### src/rtl/sample_strobe_gen_if.sv
// sample_strobe_gen_if: board control inputs and strobe outputs of the
// strobe generator; master is the control side, slave is the generator.
interface sample_strobe_gen_if #(
    parameter int DIV_W = 16,
    parameter int CNT_W = 10
);
    logic             enable;
    logic             start;
    logic             stop;
    logic             mode;
    logic [DIV_W-1:0] div;
    logic [CNT_W-1:0] burst_len;
    logic             inter;
    logic             busy;
    logic             done;
    logic [CNT_W-1:0] strobe_count;

    modport master (
        output enable,
        output start,
        output stop,
        output mode,
        output div,
        output burst_len,
        input  inter,
        input  busy,
        input  done,
        input  strobe_count
    );

    modport slave (
        input  enable,
        input  start,
        input  stop,
        input  mode,
        input  div,
        input  burst_len,
        output inter,
        output busy,
        output done,
        output strobe_count
    );
endinterface

### src/rtl/sample_strobe_gen.sv
// sample_strobe_gen: divided-clock strobe producer, continuous or burst mode.
// Define STROBE_LIVE_DIV_EN to re-sample div at every period boundary.
module sample_strobe_gen #(
    parameter int DIV_W = 16,
    parameter int CNT_W = 10
) (
    input  logic               clk,
    input  logic               reset,
    sample_strobe_gen_if.slave bus
);
    localparam logic [DIV_W-1:0] ONE_D = {{(DIV_W-1){1'b0}}, 1'b1};
    localparam logic [CNT_W-1:0] ONE_C = {{(CNT_W-1){1'b0}}, 1'b1};

    typedef enum logic [1:0] {
        IDLE,
        RUN,
        DONE
    } state_t;

    state_t           state;
    state_t           state_n;
    logic [DIV_W-1:0] period;
    logic [DIV_W-1:0] period_n;
    logic [DIV_W-1:0] phase;
    logic [DIV_W-1:0] phase_n;
    logic [CNT_W-1:0] len;
    logic [CNT_W-1:0] len_n;
    logic [CNT_W-1:0] count;
    logic [CNT_W-1:0] count_n;
    logic             burst;
    logic             burst_n;
    logic             inter;
    logic             inter_n;
    logic             busy;
    logic             busy_n;
    logic             done;
    logic             done_n;

    logic [DIV_W-1:0] div_eff;
    logic [CNT_W-1:0] count_inc;
    logic             boundary;

    // A zero divide ratio behaves like one: a strobe every cycle.
    assign div_eff   = (bus.div == '0) ? ONE_D : bus.div;
    assign count_inc = count + ONE_C;
    assign boundary  = (phase == (period - ONE_D));

    always_comb begin
        state_n  = state;
        period_n = period;
        phase_n  = phase;
        len_n    = len;
        count_n  = count;
        burst_n  = burst;
        inter_n  = 1'b0;
        busy_n   = 1'b0;
        done_n   = 1'b0;
        unique case (state)
            IDLE: begin
                if (bus.start && bus.enable) begin
                    period_n = div_eff;
                    len_n    = bus.burst_len;
                    burst_n  = bus.mode;
                    phase_n  = '0;
                    count_n  = '0;
                    if (bus.mode && (bus.burst_len == '0)) begin
                        state_n = DONE;
                    end else begin
                        state_n = RUN;
                        busy_n  = 1'b1;
                    end
                end
            end
            RUN: begin
                busy_n = 1'b1;
                if (bus.stop) begin
                    state_n = IDLE;
                    busy_n  = 1'b0;
                end else if (bus.enable) begin
                    if (boundary) begin
                        inter_n = 1'b1;
                        phase_n = '0;
                        count_n = count_inc;
`ifdef STROBE_LIVE_DIV_EN
                        period_n = div_eff;
`endif
                        // The last strobe of a burst is still emitted.
                        if (burst && (count_inc == len)) begin
                            state_n = DONE;
                            busy_n  = 1'b0;
                        end
                    end else begin
                        phase_n = phase + ONE_D;
                    end
                end
            end
            DONE: begin
                done_n  = 1'b1;
                state_n = IDLE;
            end
            default: begin
                state_n = IDLE;
            end
        endcase
    end

    always_ff @(posedge clk) begin
        if (reset) begin
            state  <= IDLE;
            period <= '0;
            phase  <= '0;
            len    <= '0;
            count  <= '0;
            burst  <= 1'b0;
            inter  <= 1'b0;
            busy   <= 1'b0;
            done   <= 1'b0;
        end else begin
            state  <= state_n;
            period <= period_n;
            phase  <= phase_n;
            len    <= len_n;
            count  <= count_n;
            burst  <= burst_n;
            inter  <= inter_n;
            busy   <= busy_n;
            done   <= done_n;
        end
    end

    assign bus.inter        = inter;
    assign bus.busy         = busy;
    assign bus.done         = done;
    assign bus.strobe_count = count;
endmodule

### src/flat_wrapper.sv
// flat-port wrapper written by rule: the top's interface ports become plain ports
module sample_strobe_gen_flat 
#(
    parameter int DIV_W = 16,
    parameter int CNT_W = 10
)
  (clk, reset, bus_enable, bus_start, bus_stop, bus_mode, bus_div, bus_burst_len, bus_inter, bus_busy, bus_done, bus_strobe_count);
  sample_strobe_gen_if #(.DIV_W(DIV_W), .CNT_W(CNT_W)) bus_i ();
  input  logic clk;
  input  logic reset;
  input wire logic [$bits(bus_i.enable)-1:0] bus_enable;
  input wire logic [$bits(bus_i.start)-1:0] bus_start;
  input wire logic [$bits(bus_i.stop)-1:0] bus_stop;
  input wire logic [$bits(bus_i.mode)-1:0] bus_mode;
  input wire logic [$bits(bus_i.div)-1:0] bus_div;
  input wire logic [$bits(bus_i.burst_len)-1:0] bus_burst_len;
  output wire logic [$bits(bus_i.inter)-1:0] bus_inter;
  output wire logic [$bits(bus_i.busy)-1:0] bus_busy;
  output wire logic [$bits(bus_i.done)-1:0] bus_done;
  output wire logic [$bits(bus_i.strobe_count)-1:0] bus_strobe_count;
  assign bus_i.enable = bus_enable;
  assign bus_i.start = bus_start;
  assign bus_i.stop = bus_stop;
  assign bus_i.mode = bus_mode;
  assign bus_i.div = bus_div;
  assign bus_i.burst_len = bus_burst_len;
  assign bus_inter = bus_i.inter;
  assign bus_busy = bus_i.busy;
  assign bus_done = bus_i.done;
  assign bus_strobe_count = bus_i.strobe_count;
  sample_strobe_gen #(.DIV_W(DIV_W), .CNT_W(CNT_W)) u_core (.clk(clk), .reset(reset), .bus(bus_i));
endmodule
### config.mk
export PLATFORM = sky130hd
export DESIGN_NAME = sample_strobe_gen_flat
export DESIGN_NICKNAME = d
export VERILOG_FILES = /design/src/rtl/sample_strobe_gen_if.sv /design/src/rtl/sample_strobe_gen.sv /design/src/flat_wrapper.sv
export SDC_FILE = /design/constraint.sdc
export NUM_CORES = 1
export LEC_CHECK = 0
export CAP_MARGIN = 10
export CORE_ASPECT_RATIO = 1.4
export CORE_MARGIN = 3
export CORE_UTILIZATION = 40
export DETAILED_ROUTE_END_ITERATION = 10
export PLACE_DENSITY = 0.65
export SLEW_MARGIN = 20
export SYNTH_ARGS = -nofsm -noshare
export SYNTH_HDL_FRONTEND = slang
export SYNTH_SLANG_ARGS = --single-unit
### constraint.sdc
create_clock -name clk -period 2.7 [get_ports clk]
set_clock_uncertainty 0.05 [all_clocks]
set_input_delay 0.54 -clock clk [delete_from_list [all_inputs] [get_ports clk]]
set_output_delay 0.54 -clock clk [all_outputs]
set_load 0.02 [all_outputs]
### After elaboration in Yosys (flattened, before gate mapping)

Cells that the tools add are included.

* add/subtract/negate cells: 3
* $mul: 0
* divide/modulo/power cells: 0
* magnitude comparators: 0
* equality and inequality tests: 11
* shifts and indexed selects: 0
* muxes and demuxes: 27
* bitwise gates (word level): 2
* reductions and logical operators: 12

Operators by type and width (count)
* 16-bit 2-to-1 mux: 5
* 10-bit 2-to-1 mux: 4
* 16-bit one-hot mux with 2 select lines: 1
* 10-bit one-hot mux with 2 select lines: 1
* 16-bit by 1-bit adder with 16-bit output, second input constant: 1
* 16-bit == test: 1
* 16-bit logical NOT: 1
* 16-bit by 1-bit subtractor with 16-bit output, second input constant: 1
* 2-bit 2-to-1 mux: 6
* 10-bit by 1-bit adder with 10-bit output, second input constant: 1
* 10-bit == test: 1
* 10-bit logical NOT: 1
* 1-bit 2-to-1 mux: 8
* 4-bit AND reduction: 2
* 3-bit by 2-bit inequality test with 1-bit output, second input constant: 2
* 5-bit AND reduction: 1
* 2-bit by 1-bit inequality test with 1-bit output, second input constant: 2
* 2-bit inequality test, second input constant: 2
* 2-bit one-hot mux with 2 select lines: 1
* 4-bit OR reduction: 1
* 1-bit logical AND: 3
* 3-bit inequality test, second input constant: 1
* 2-bit by 1-bit == test with 1-bit output, second input constant: 1
* 2-bit == test, second input constant: 1
* 5 further kinds: 6

* bits in registers: 58
* bits in latches: 0
* bits in writable memories: 0
* memory bits (read-only): 0
* bits of input ports: 32
* output and inout port bits: 13
* logic and storage cells: 64
* memories: 0

### Depth between registers and ports, before layout

Gate-level depths: netlist of the first run.

* depth after elaboration: 8
* depth in mapped cells: 10
* mapped depth without buffers: 9

### Worst setup path after synthesis of the first run

No wires, ideal clock.

* path type: reg-to-reg
* from: reg u_core.count[3] (netlist: u_core.bus.strobe_count[3])
* to: reg u_core.busy (netlist: u_core.bus.busy)
* setup time: 0.115 ns
* data arrival time: 2.628 ns
* required time: 2.535 ns
* path slack: -0.092 ns
* cell stages (with the launch flop): 9
* buffers on the path: 1
* period minus slack after synthesis: 2.792 ns
* path through: dfxtp_1 -> clkbuf_1 -> nand2_1 -> or4_1 -> xnor2_1 -> or4_1 -> nor4_1 -> a21boi_0 -> o21a_1

* word-level cells in the longest chain between the ends: 8

RTL lines
* start, declared: line sample_strobe_gen.sv:28 `logic [CNT_W-1:0] count;`
* start signal, assigned: line sample_strobe_gen.sv:123 `count <= count_n;`
* 10-bit by 1-bit adder with 10-bit output: line sample_strobe_gen.sv:45 `assign count_inc = count + ONE_C;`
* 10-bit == test: line sample_strobe_gen.sv:88 `if (burst && (count_inc == len)) begin`
* 1-bit logical AND: line sample_strobe_gen.sv:88
* 1-bit 2-to-1 mux: line sample_strobe_gen.sv:88
* 1-bit 2-to-1 mux: line sample_strobe_gen.sv:80 `if (boundary) begin`
* 1-bit 2-to-1 mux: line sample_strobe_gen.sv:79 `end else if (bus.enable) begin`
* 1-bit 2-to-1 mux: line sample_strobe_gen.sv:76 `if (bus.stop) begin`
* 1-bit one-hot mux with 2 select lines: line sample_strobe_gen.sv:58 `unique case (state)`
* end signal, assigned: line sample_strobe_gen.sv:126 `busy <= busy_n;`
* end, declared: line sample_strobe_gen.sv:34 `logic busy;`

Every way passes these cells.
A chain may end at the register's enable or synchronous reset.

### Worst setup path after layout of the first run

* from: reg u_core.period[0]
* to: reg u_core.count[9] (netlist: u_core.bus.strobe_count[9])

* word-level cells in the longest chain between the ends: 4

RTL lines
* start, declared: line sample_strobe_gen.sv:22 `logic [DIV_W-1:0] period;`
* start signal, assigned: line sample_strobe_gen.sv:120 `period <= period_n;`
* 16-bit by 1-bit subtractor with 16-bit output: line sample_strobe_gen.sv:46 `assign boundary = (phase == (period - ONE_D));`
* 16-bit == test: line sample_strobe_gen.sv:46
* 2-bit by 1-bit inequality test with 1-bit output (no source line)
* 5-bit AND reduction (no source line)

Every way passes these cells.

==> impl_metrics.env, run 1 <==
export IMPL_dr_total_vias=3103
export IMPL_ys_ff_latch=58
export IMPL_cts_buffers=9
export IMPL_synth_edf_count=0
export IMPL_start_util=0.422
export IMPL_fmax_ghz=0.385
export IMPL_synth_seq_area_share=0.364
export IMPL_grt_use_met3=0.0494
export IMPL_rr_endpoint="u_core.bus.strobe_count[9]"
export IMPL_cts_buffer_depth=2
export IMPL_grt_most_used_layer="met2"
export IMPL_die_w_um=81.4
export IMPL_max_slew_margin=0.609
export IMPL_pin_count=45
export IMPL_tritoncts="yes"
export IMPL_synthesis_instances=410
export IMPL_layout_commonest_cell="nand2_1"
export IMPL_finalWeightedCongestion=0.936
export IMPL_first_iter_violations=126
export IMPL_power_switching_uw=557
export IMPL_dpl_hpwl_mm=6.56
export IMPL_dp_cells=569
export IMPL_antenna_found_initial=0
export IMPL_tightest_slew_ps=581
export IMPL_syn_nets=445
export IMPL_worst_path_max_fanout=10
export IMPL_antenna_cells=0
export IMPL_coreArea_um2=7550
export IMPL_r2r_start="u_core.period[0]"
export IMPL_grt_util_met2=0.361
export IMPL_cp_num_cells=8
export IMPL_wirelength_mm=8.41
export IMPL_synth_ff_type="dfxtp_1"
export IMPL_fillers=739
export IMPL_synth_distinct_cells=47
export IMPL_firstDrtPassIters=4
export IMPL_async_reset_ff_frac=0
export IMPL_fin_cells=586
export IMPL_cpPeakStageDelay_ps=540
export IMPL_drive_above_1_share=0.157
export IMPL_row_count=37
export IMPL_hold_violations=0
export IMPL_detail_route_vias_per_cell=5.30
export IMPL_critical_path_buf_inv_count=1
export IMPL_seq_power_share=0.438
export IMPL_period_share=0.962
export IMPL_startpoint_type="flop"
export IMPL_route_detailed_drc=0
export IMPL_power_mw=2.05
export IMPL_layout_nets=519
export IMPL_sw_frac_of_total=0.271
export IMPL_ys_warn_count=0
export IMPL_die_y_um=112
export IMPL_status="complete, no violations"
export IMPL_finalWorstSetupSlack_ps=102
export IMPL_worstSetupEndpointType="flop"
export IMPL_overflow=0
export IMPL_whs_path_depth=2
export IMPL_r2r_cells=8
export IMPL_endpoint="u_core.bus.strobe_count[9]"
export IMPL_setup_viol=0
export IMPL_worstSetupPathType="flop to flop"
export IMPL_ir_drop_mv=0.412
export IMPL_arrival_ps=2770
export IMPL_avgSynthCellArea_um2=7.77
export IMPL_power_frac_clock=0.399
export IMPL_pwr_share_comb=0.163
export IMPL_p_leak_nw=1.51
export IMPL_internal_power_mw=1.50
export IMPL_cts_hold_buf=0
export IMPL_ant_nets=0
export IMPL_clk_pin_slew_worst_paths_ps=70
export IMPL_cpMostUsedCell="or4_4"
export IMPL_crit_chain="or4_4 > or4_4 > a211oi_4 > o22ai_2 > nor3_2 > o22a_2 > buf_12 > o21ai_0"
export IMPL_grt_max_degree=28
export IMPL_area_growth_pct=32.8
export IMPL_crit_family="simple AND/OR/NAND/NOR gates"
export IMPL_grt_pass1_vias=3100
export IMPL_finalSetupTns_ps=0
export IMPL_p_per_area_nw_per_um2=486
export IMPL_finalCriticalPeriod_ps=2600
export IMPL_cts_root_buf="clkbuf_8"
export IMPL_r2r_slack_ps=100
export IMPL_cts_sinks=58
export IMPL_met1_usage=0.208
export IMPL_cp_startpoint="u_core.period[0]"
export IMPL_grt_pass1_wl_mm=13.9
export IMPL_most_common_layout_cells="69 x nand2_1, 54 x dfxtp_1, 44 x clkdlybuf4s50_1"
export IMPL_insertion_delay_ps=350
export IMPL_die_area_um2=9090
export IMPL_io_buffers=44
export IMPL_dp_slack_ps=42.1
export IMPL_cp_data_required_time_ps=2880
export IMPL_post_drt_wl_per_cell_um=14.4
export IMPL_grt_use_total=0.197
export IMPL_slowest_stage="or4_4"
export IMPL_maxSlewViolCount=0
export IMPL_maxCapViolCount=0
export IMPL_netlist_area_um2=3190
export IMPL_hp_class="flop to flop"
export IMPL_cts_max_level=3
## worst min path at each step
stage | slack (ps) | start | to
floorplan | 390 | u_core.burst | u_core.burst
detailed placement | 400 | u_core.burst | u_core.burst
global route | 430 | u_core.burst | u_core.burst
CTS | 410 | u_core.burst | u_core.burst
finish | 410 | u_core.burst | u_core.burst
global placement | 390 | u_core.burst | u_core.burst
## worst min-delay path, cell delays in order (launching register included)
cell and delay (ps):
dfxtp_1 310, nand2_1 50, a21oi_1 50
## layout make-up
type	count	area (um2)	area share
inverters	14	52.6	0.0124
clock buffers	10	138	0.0325
multi-input cells	320	1960	0.462
flip-flops and latches	58	1170	0.276
repair buffers	81	731	0.173
well taps	97	121	0.0287
clock inverters	6	66.3	0.0157
## power by group through the flow
stage	sequential (mW)	combinational, mW	clock [mW]
floorplan	0.916	0.183	0
global placement	0.919	0.310	0
detailed placement	0.919	0.311	0
CTS	0.899	0.314	0.837
global route	0.903	0.369	0.884
finish	0.900	0.334	0.821
## state kept, by name, summed over array words and instances, names as in the netlist
name / flops
u_core.bus.inter: 1
u_core.state: 2
u_core.len: 10
u_core.bus.strobe_count: 10
u_core.phase: 16
u_core.bus.done: 1
u_core.bus.busy: 1
u_core.period: 16
u_core.burst: 1
## cell usage after synthesis (all sizes together) (12+ instances only)
cell type	instances	share of area
dfxtp	58	0.36
inv	14	0.016
nor3	15	0.025
xor2	17	0.047
nor4	14	0.029
clkbuf	14	0.016
xnor2	34	0.093
nor2	35	0.044
a21oi	34	0.053
nand2	69	0.081
nand4	12	0.024
o21ai	15	0.024
## layer usage
metal	wire length [um]	vias up
li1	-	1568
met1	3270	1463
met2	4590	58
met3	335	14
met4	216	0
met5	0	-
## timing repair
item	CTS	global route
endpoints found under the setup margin	0	30
resized for setup	0	13
buffers inserted	0	1
## cells by family after synthesis
kind of cell	after synthesis	synth area share
simple gates	193	0.305
flops	58	0.364
compound gates	72	0.136
fa+ha+maj	3	0.0118
mux	1	0.00314
xor+xnor	51	0.140
buf+inv	32	0.0401
## per-stage QoR
stage	util	cell area (um2)	hold WS [ps]
6_report	0.561	4230	407
5_1_grt	0.561	4230	432
4_1_cts	0.551	4160	410
3_5_place_dp	0.524	3960	399
3_3_place_gp	0.524	3960	394
2_1_floorplan	-	3190	387
No activity file was read; power rests on OpenSTA's default activity.
==> run 2, diff against run 1 <==
--- a/config.mk
+++ b/config.mk
@@ -10,8 +10,10 @@
 export CORE_MARGIN = 3
 export CORE_UTILIZATION = 40
 export DETAILED_ROUTE_END_ITERATION = 10
-export PLACE_DENSITY = 0.65
+export DONT_BUFFER_PORTS = 1
+export PLACE_DENSITY = 0.57
 export SLEW_MARGIN = 20
 export SYNTH_ARGS = -nofsm -noshare
 export SYNTH_HDL_FRONTEND = slang
 export SYNTH_SLANG_ARGS = --single-unit
+export TNS_END_PERCENT = 20
==> impl_metrics.env, run 2 (synthesis gave the netlist of run 1 again) <==
export IMPL_cts_sinks=58
export IMPL_hold_violations=0
export IMPL_fin_cells=540
export IMPL_r2r_slack_ps=90
export IMPL_area_growth_pct=19.8
export IMPL_row_count=37
export IMPL_endpoint="u_core.bus.strobe_count[0]"
export IMPL_period_share=0.967
export IMPL_slowest_stage="or4_4"
export IMPL_cp_num_cells=8
export IMPL_critical_path_buf_inv_count=1
export IMPL_antenna_found_initial=0
export IMPL_dpl_cell_area_um2=3510
export IMPL_crit_chain="or4_4 > or4_4 > a211oi_4 > o22ai_2 > nor3_2 > buf_4 > nand4_1 > mux2i_1"
export IMPL_clk_pin_slew_worst_paths_ps=70
export IMPL_dr_total_vias=2917
export IMPL_worstSetupPathType="flop to flop"
export IMPL_setup_viol=0
export IMPL_maxCapViolCount=0
export IMPL_internal_power_mw=1.67
export IMPL_detail_route_vias_per_cell=5.40
export IMPL_die_w_um=81.4
export IMPL_startpoint_type="flop"
export IMPL_layout_nets=473
export IMPL_antenna_cells=0
export IMPL_cts_max_level=3
export IMPL_cts_buffer_depth=2
export IMPL_io_buffers=0
export IMPL_power_mw=2.18
export IMPL_coreArea_um2=7550
export IMPL_die_y_um=112
export IMPL_route_detailed_drc=0
export IMPL_grt_max_degree=36
export IMPL_max_slew_margin=0.635
export IMPL_hp_class="input port to flop"
export IMPL_finalWorstSetupSlack_ps=90.3
export IMPL_rsz0062_at_grt="true"
export IMPL_dp_slack_ps=-59.2
export IMPL_finalWeightedCongestion=0.910
export IMPL_p_per_area_nw_per_um2=572
export IMPL_start_util=0.422
export IMPL_status="complete, no violations"
export IMPL_seq_power_share=0.412
export IMPL_rr_endpoint="u_core.bus.strobe_count[0]"
export IMPL_finalInstanceArea_um2=3810
export IMPL_grt_use_total=0.201
export IMPL_worst_path_max_fanout=3
export IMPL_post_cts_buffers=0
export IMPL_ant_nets=0
export IMPL_tritoncts="yes"
export IMPL_drive_above_1_share=0.160
export IMPL_pin_count=45
export IMPL_cts_root_buf="clkbuf_8"
export IMPL_die_area_um2=9090
export IMPL_finalSetupTns_ps=0
export IMPL_grt_pass1_vias=2894
export IMPL_fin_util=0.506
export IMPL_first_iter_violations=109
export IMPL_post_drt_wl_per_cell_um=15.9
export IMPL_p_leak_nw=1.37
export IMPL_pwr_share_comb=0.123
export IMPL_crit_family="simple AND/OR/NAND/NOR gates"
export IMPL_arrival_ps=2840
export IMPL_power_switching_uw=519
export IMPL_grt_pass1_wl_mm=13.9
export IMPL_dp_cells=524
export IMPL_cp_data_required_time_ps=2930
export IMPL_firstDrtPassIters=4
export IMPL_r2r_start="u_core.period[0]"
export IMPL_power_frac_clock=0.465
export IMPL_worstSetupEndpointType="flop"
export IMPL_cp_startpoint="u_core.period[0]"
export IMPL_wirelength_mm=8.61
export IMPL_tightest_slew_ps=542
export IMPL_hold_ws_ps=199
export IMPL_cpMostUsedCell="or4_4"
export IMPL_maxSlewViolCount=0
export IMPL_insertion_delay_ps=350
export IMPL_dpl_hpwl_mm=6.51
export IMPL_most_common_layout_cells="69 x nand2_1, 56 x dfxtp_1"
export IMPL_ir_drop_mv=0.370
export IMPL_cts_buffers=9
export IMPL_finalCriticalPeriod_ps=2610
export IMPL_r2r_cells=8
export IMPL_fmax_ghz=0.383
export IMPL_layout_commonest_cell="nand2_1"
export IMPL_cts_hold_buf=0
export IMPL_overflow=0
export IMPL_cpPeakStageDelay_ps=540
export IMPL_top_regs="u_core.period (16), u_core.phase (16)"
export IMPL_sw_frac_of_total=0.238
## run 2: changes by cell type in the layout (fill, tap and decap cells not counted), sizes merged
| cell | delta |
|---|---|
| clkdlybuf4s50 | -44 |
| clkbuf | +1 |
| clkinvlp | -3 |
| buf | -2 |
| bufinv | +2 |
## run 2: worst min-delay path by stage
stage,from,endpoint,slack [ps],cells after the start
4_1_cts,reset,u_core.len[5],180,1
3_3_place_gp,u_core.burst,u_core.burst,390,2
3_5_place_dp,u_core.len[8],u_core.len[8],410,2
5_1_grt,reset,u_core.period[0],180,1
6_report,reset,u_core.len[8],200,1
2_1_floorplan,u_core.burst,u_core.burst,390,2
## run 2: timing repair
action / 4_1_cts / 5_1_grt
endpoints found under the setup margin: 28 / 28
resized for setup: 1 / 9
pin swaps: 0 / 3
## run 2: final cells by class
type | instances | area, um2
inverters | 14 | 52.6
clock buffers | 11 | 151
well taps | 97 | 121
flip-flops and latches | 58 | 1160
clock inverters | 5 | 100
repair buffers | 35 | 275
multi-input cells | 320 | 1950
fillers | 772 | 3730
## run 2: metal layers
| layer | vias up | GRT usage | wire (um) |
|---|---|---|---|
| li1 | 1476 | - | - |
| met1 | 1357 | 0.208 | 3230 |
| met2 | 64 | 0.361 | 4700 |
| met3 | 20 | 0.0421 | 405 |
| met4 | 0 | 0.116 | 282 |
| met5 | - | 0 | 0 |
## run 2: power by group through the flow
stage	clock network (mW)	logic (mW)	registers, mW
floorplan	0	0.183	0.916
global placement	0	0.246	0.919
detailed placement	0	0.248	0.920
CTS	1.04	0.250	0.900
global route	1.08	0.295	0.903
finish	1.02	0.268	0.901
